--- src/rtl/cordic_iter_ctrl.sv ---
// -----------------------------------------------------------------------------
// cordic_iter_ctrl
//
// Iterative rotation-mode CORDIC. One micro-rotation per enabled clock, so an
// operation takes CORD_ITER iterations plus a one-cycle DONE state. All data is
// signed 1.1.22 fixed point (1.0 = 24'h400000).
//
// Parameters
//   CORD_ITER  micro-rotations per operation (1..16)
//   K_INIT     initial x, the CORDIC gain compensation (0.607253 by default)
//
// Ports
//   clk        single clock
//   reset_n    asynchronous active-low reset
//   clk_en     clock enable; when low all state and outputs hold
//   start      begin an operation (sampled only in IDLE)
//   angle      signed angle in radians, clamped to [-pi/2, +pi/2]
//   cos_out    cosine result, valid from done until the next done
//   sin_out    sine result, valid from done until the next done
//   busy       high from the load edge until the end of the DONE cycle
//   done       one enabled-cycle pulse marking new results
//   range_err  1 if the last loaded angle was clamped
// -----------------------------------------------------------------------------
module cordic_iter_ctrl #(
   parameter int unsigned CORD_ITER = 16,
   parameter logic [23:0] K_INIT    = 24'h26DD3B
) (
   input  logic               clk,
   input  logic               reset_n,
   input  logic               clk_en,
   input  logic               start,
   input  logic signed [23:0] angle,
   output logic signed [23:0] cos_out,
   output logic signed [23:0] sin_out,
   output logic               busy,
   output logic               done,
   output logic               range_err
);

   localparam logic [1:0] StIdle = 2'd0;
   localparam logic [1:0] StIter = 2'd1;
   localparam logic [1:0] StDone = 2'd2;

   localparam logic signed [23:0] HalfPi    = 24'sh6487ED;
   localparam logic signed [23:0] NegHalfPi = -24'sh6487ED;
   localparam logic [3:0]         LastCnt   = 4'(CORD_ITER - 1);

   logic [1:0]         state_q, state_d;
   logic [3:0]         cnt_q, cnt_d;
   logic signed [23:0] x_q, x_d;
   logic signed [23:0] y_q, y_d;
   logic signed [23:0] z_q, z_d;
   logic signed [23:0] cos_q, cos_d;
   logic signed [23:0] sin_q, sin_d;
   logic               busy_q, busy_d;
   logic               done_q, done_d;
   logic               range_err_q, range_err_d;

   logic signed [23:0] angle_clamped;
   logic               clamped;
   logic signed [23:0] atan_i;
   logic signed [23:0] x_shr, y_shr;
   logic signed [23:0] x_new, y_new, z_new;

   // atan(2^-i) in 1.1.22
   function automatic logic signed [23:0] atan_lut(input logic [3:0] i);
      logic signed [23:0] v;
      case (i)
         4'd0:    v = 24'sh3243F6;
         4'd1:    v = 24'sh1DAC67;
         4'd2:    v = 24'sh0FADBA;
         4'd3:    v = 24'sh07F56E;
         4'd4:    v = 24'sh03FEAB;
         4'd5:    v = 24'sh01FFD5;
         4'd6:    v = 24'sh00FFFA;
         4'd7:    v = 24'sh007FFF;
         4'd8:    v = 24'sh003FFF;
         4'd9:    v = 24'sh001FFF;
         4'd10:   v = 24'sh000FFF;
         4'd11:   v = 24'sh0007FF;
         4'd12:   v = 24'sh0003FF;
         4'd13:   v = 24'sh0001FF;
         4'd14:   v = 24'sh0000FF;
         default: v = 24'sh00007F;
      endcase
      return v;
   endfunction

   // Rotation mode only converges inside +/-pi/2, so saturate the request there
   always_comb begin
      angle_clamped = angle;
      clamped       = 1'b0;
      if (angle > HalfPi) begin
         angle_clamped = HalfPi;
         clamped       = 1'b1;
      end else if (angle < NegHalfPi) begin
         angle_clamped = NegHalfPi;
         clamped       = 1'b1;
      end
   end

   // One micro-rotation; direction follows the sign of the residual angle
   always_comb begin
      atan_i = atan_lut(cnt_q);
      x_shr  = x_q >>> cnt_q;
      y_shr  = y_q >>> cnt_q;
      if (!z_q[23]) begin
         x_new = x_q - y_shr;
         y_new = y_q + x_shr;
         z_new = z_q - atan_i;
      end else begin
         x_new = x_q + y_shr;
         y_new = y_q - x_shr;
         z_new = z_q + atan_i;
      end
   end

   always_comb begin
      state_d     = state_q;
      cnt_d       = cnt_q;
      x_d         = x_q;
      y_d         = y_q;
      z_d         = z_q;
      cos_d       = cos_q;
      sin_d       = sin_q;
      busy_d      = busy_q;
      done_d      = done_q;
      range_err_d = range_err_q;
      unique case (state_q)
         StIdle: begin
            if (start) begin
               state_d     = StIter;
               cnt_d       = 4'd0;
               x_d         = K_INIT;
               y_d         = 24'sd0;
               z_d         = angle_clamped;
               busy_d      = 1'b1;
               range_err_d = clamped;
            end
         end
         StIter: begin
            x_d = x_new;
            y_d = y_new;
            z_d = z_new;
            if (cnt_q == LastCnt) begin
               cos_d   = x_new;
               sin_d   = y_new;
               done_d  = 1'b1;
               state_d = StDone;
            end else begin
               cnt_d = cnt_q + 4'd1;
            end
         end
         StDone: begin
            done_d  = 1'b0;
            busy_d  = 1'b0;
            state_d = StIdle;
         end
         default: begin
            state_d = StIdle;
            busy_d  = 1'b0;
            done_d  = 1'b0;
         end
      endcase
   end

   always_ff @(posedge clk or negedge reset_n) begin
      if (!reset_n) begin
         state_q     <= StIdle;
         cnt_q       <= 4'd0;
         x_q         <= 24'sd0;
         y_q         <= 24'sd0;
         z_q         <= 24'sd0;
         cos_q       <= 24'sd0;
         sin_q       <= 24'sd0;
         busy_q      <= 1'b0;
         done_q      <= 1'b0;
         range_err_q <= 1'b0;
      end else if (clk_en) begin
         state_q     <= state_d;
         cnt_q       <= cnt_d;
         x_q         <= x_d;
         y_q         <= y_d;
         z_q         <= z_d;
         cos_q       <= cos_d;
         sin_q       <= sin_d;
         busy_q      <= busy_d;
         done_q      <= done_d;
         range_err_q <= range_err_d;
      end
   end

   assign cos_out   = cos_q;
   assign sin_out   = sin_q;
   assign busy      = busy_q;
   assign done      = done_q;
   assign range_err = range_err_q;

endmodule

--- config.mk ---
export PLATFORM = sky130hd
export DESIGN_NAME = cordic_iter_ctrl
export DESIGN_NICKNAME = d
export VERILOG_FILES = /design/src/rtl/cordic_iter_ctrl.sv
export SDC_FILE = /design/constraint.sdc
export NUM_CORES = 1
export LEC_CHECK = 0
export CAP_MARGIN = 40
export CORE_MARGIN = 10
export CORE_UTILIZATION = 51
export CTS_CLUSTER_DIAMETER = 150
export DETAILED_ROUTE_END_ITERATION = 6
export PLACE_DENSITY = 0.71
export SLEW_MARGIN = 20
export SYNTH_ARGS = -nofsm -noshare
export SYNTH_HDL_FRONTEND = slang
export SYNTH_SLANG_ARGS = --single-unit
--- constraint.sdc ---
create_clock -name clk -period 5.5 [get_ports clk]
set_input_delay 1.375 -clock clk [delete_from_list [all_inputs] [get_ports clk]]
set_output_delay 1.375 -clock clk [all_outputs]
set_load 0.02 [all_outputs]
==> flow_summary.yaml <==
outcome:
  status: "completed"
setup_path:
  max_stage_delay_ns: 0.59
  cp-startpoint: "cnt_q[0]"
  cp_max_fo: 19
  required_ns: 5.81
  crit_arrival_ns: 5.48
  path_cells: "buf_4 -> buf_4 -> mux2i_1 -> o221ai_1 -> o21ai_0 -> a211oi_2 -> inv_1 -> ha_1 -> nor2_1 -> xnor2_1 -> ha_1 -> nor2b_1 -> o31a_1 -> o221a_2 -> o2111ai_1 -> and3_1 -> nor3_1 -> or3_1 -> a21o_1 -> a31o_2"
  critPathKind: "flop to flop"
  critPathLaunchType: "flop"
  slowest_stage: "dfrtp_4"
  reg2reg_from: "cnt_q[0]"
  crit_family: "compound AO/OA/AOI/OAI gates"
  crit_buf_inv: 3
  crit_path_end_kind: "flop"
sta:
  skew_ns: 0.0167
  rsz0062_at_grt: "no"
  timing.hold.ws_ns: 0.472
  fmax_mhz: 193
  worst_pin_slew_ns: 0.838
  setup_tns_ns: 0
  drv_slew: 0
  min_period_ns: 5.17
  fin_crit_sh_pct: 94.0
  setup_viol: 0
  hold_viol_final: 0
  relSlewSlack_pct: 43.9
hold_path:
  hp-start: "sin_out[11]"
  min_path_type: "flop to flop"
die:
  start_util_pct: 52.1
  dieArea_sq_mm: 0.0327
  die_height_um: 181
  pin_count: 79
  dieWidth_um: 181
  core.rowCount: 58
  core_area_sq_mm: 0.0253
layout:
  antennaDiodeCount: 0
  area_growth_pct: 13.5
  nets: 1698
  fillers: 2250
  drive_gt1_share_pct: 11.5
routing:
  first_iter_violations: 1231
  via_per_inst: 6.40
  routedWlPerCell_um: 21.9
  drcViolationCount: 0
  drtAntennaViolNets: 0
  drtPass1Iterations: 6
  vias: 12276
  wirelength_um: 41900
yosys:
  synthFlopType: "dfrtp_1"
  synthArstFlopShare_pct: 100
  synth_edf_count: 0
  yosysUniqueCellTypes: 97
  synth_fp_nets: 1633
  synthesis.area_sq_mm: 0.0132
  ys_seq_elements: 129
  syn_avg_cell_area_sq_um: 8.74
  ys_seq_area_share_pct: 24.5
  yosysWarnings: 0
  synth_cells: 1510
clocking:
  clock_sinks: 129
  worstSkewPairLatency_ns: 0.44
  cts-root-buf: "clkbuf_16"
  htree_num_levels: 4
  cts_made_buffers: 17
  cts_tree: "built"
  clk_pin_slew_worst_paths_ns: 0.06
  cts.path.max_buffers: 2
global_route:
  grt_use_total_pct: 24.8
  grt_pass1_vias: 11508
  grt_max_degree: 68
  antenna_found_initial: 0
  grt_pass1_wl_um: 65900
  grt_overflow_total: 0
placed_design:
  gp_congestion: 0.960
  port_buffers: 78
  hpwl_um: 30700
flow_run:
  max_cap_viol_count: 0
[cells by family after synthesis]
logic type / after synthesis / share of synthesized area, %
adder cells (fa/ha/maj): 95 / 9.18
flip-flops: 129 / 24.5
buffers and inverters: 119 / 5.07
AND/OR/NAND/NOR: 477 / 16.8
XOR/XNOR: 114 / 7.67
multiplexers: 127 / 14.4
AO/OA/AOI/OAI: 449 / 22.4
[metal layers]
metal,vias up,global-route usage (%),part of all wire [%]
li1,5728,-,-
met1,5934,34.2,45
met2,548,37.7,44
met3,66,5.27,7.9
met4,0,7.91,2.8
met5,-,0,0
[Yosys cell counts (5+ instances only)]
library cell,instances,area [sq um]
nor4_1,5,31.3
o21bai_1,7,52.6
nand2_1,200,751
a21o_1,27,203
mux4_2,23,518
and2_1,9,56.3
o31ai_1,11,82.6
inv_1,34,128
a31oi_1,31,194
o22a_1,13,114
xnor2_1,82,718
nor2_1,112,420
ha_1,92,1150
o211ai_1,13,97.6
mux4_1,18,473
a21oi_1,121,606
clkbuf_1,34,128
or2_2,7,43.8
buf_2,8,40.0
o21ai_1,6,30.0
nand4_1,11,68.8
o21ai_0,91,455
nor2b_1,14,87.6
dfrtp_1,129,3230
a211o_1,6,52.6
buf_1,12,45.0
a211oi_1,9,67.6
mux2_2,31,349
nand2b_1,22,138
and3_1,11,68.8
o21a_1,17,128
o221ai_1,6,52.6
xor2_1,31,272
or3_1,10,62.6
nand3_1,27,135
a22o_1,27,236
buf_6,13,146
mux2i_1,52,521
nor3_1,22,110
buf_4,11,82.6
o22ai_1,10,62.6
nand3b_1,5,37.5
[worst min-delay path: cells and delay by family, from the launching register on]
kind	cells	cell delay, ns
flip-flops	1	0.34
AND/OR/NAND/NOR	2	0.10
[what timing repair did]
item / 4_1_cts / 5_1_grt
setup buffers: 0 / 7
setup endpoints to repair: 0 / 9
hold buffers: 0 / 0
resized for setup: 0 / 6
[cell type report]
class                           instances  area (sq um)  area share (%)
Sequential cell                       129          3240            21.6
Multi-Input combinational cell       1262          9350            62.4
Clock inverter                         14           130           0.869
Inverter                               37           153            1.02
Timing Repair Buffer                  128          1260            8.41
Tap cell                              330           413            2.76
Clock buffer                           18           439            2.93
[placed cells by master (no fill, tap or decap), types with 17 or more instances in the layout]
master           count
a21o_1              27
a21oi_1            120
a22o_1              27
a31oi_1             31
buf_4               44
clkbuf_16           18
clkdlybuf4s50_1     77
dfrtp_1            124
ha_1                92
inv_1               34
mux2_2              31
mux2i_1             52
mux4_1              18
mux4_2              23
nand2_1            199
nand2b_1            22
nand3_1             27
nor2_1             110
nor3_1              22
o21a_1              17
o21ai_0             91
xnor2_1             82
xor2_1              31
[through the flow]
step	worst slack (ns)	utilization (%)	cells	instance area, sq um
floorplan	0.787	-	1510	13200
global placement	0.339	56.2	1876	14200
detailed placement	0.265	56.5	1878	14300
CTS	0.259	58.7	1910	14900
global route	0.00825	59.1	1918	15000
finish	0.328	59.1	1918	15000
[worst paths after layout]
kind                                to  slack [ns]  depth (start not counted)
min in group asynchronous   sin_out[2]        0.82                          1
hold / removal             sin_out[11]        0.47                          2
setup reg to reg           sin_out[22]        0.33                         20
max in group asynchronous      x_q[21]        3.86                          2
setup / recovery           sin_out[22]        0.33                         20
hold reg to reg            sin_out[11]        0.47                          2
[state kept, by name (all words and copies together), names as in the netlist]
register and cells:
sin_out 24, state_q 2, z_q 24, range_err 1
cnt_q 4, busy 1, x_q 24, done 1
y_q 24, cos_out 24
Power is not shown: default switching activity piles up to over one toggle a cycle in this logic, so the estimate is an artifact.
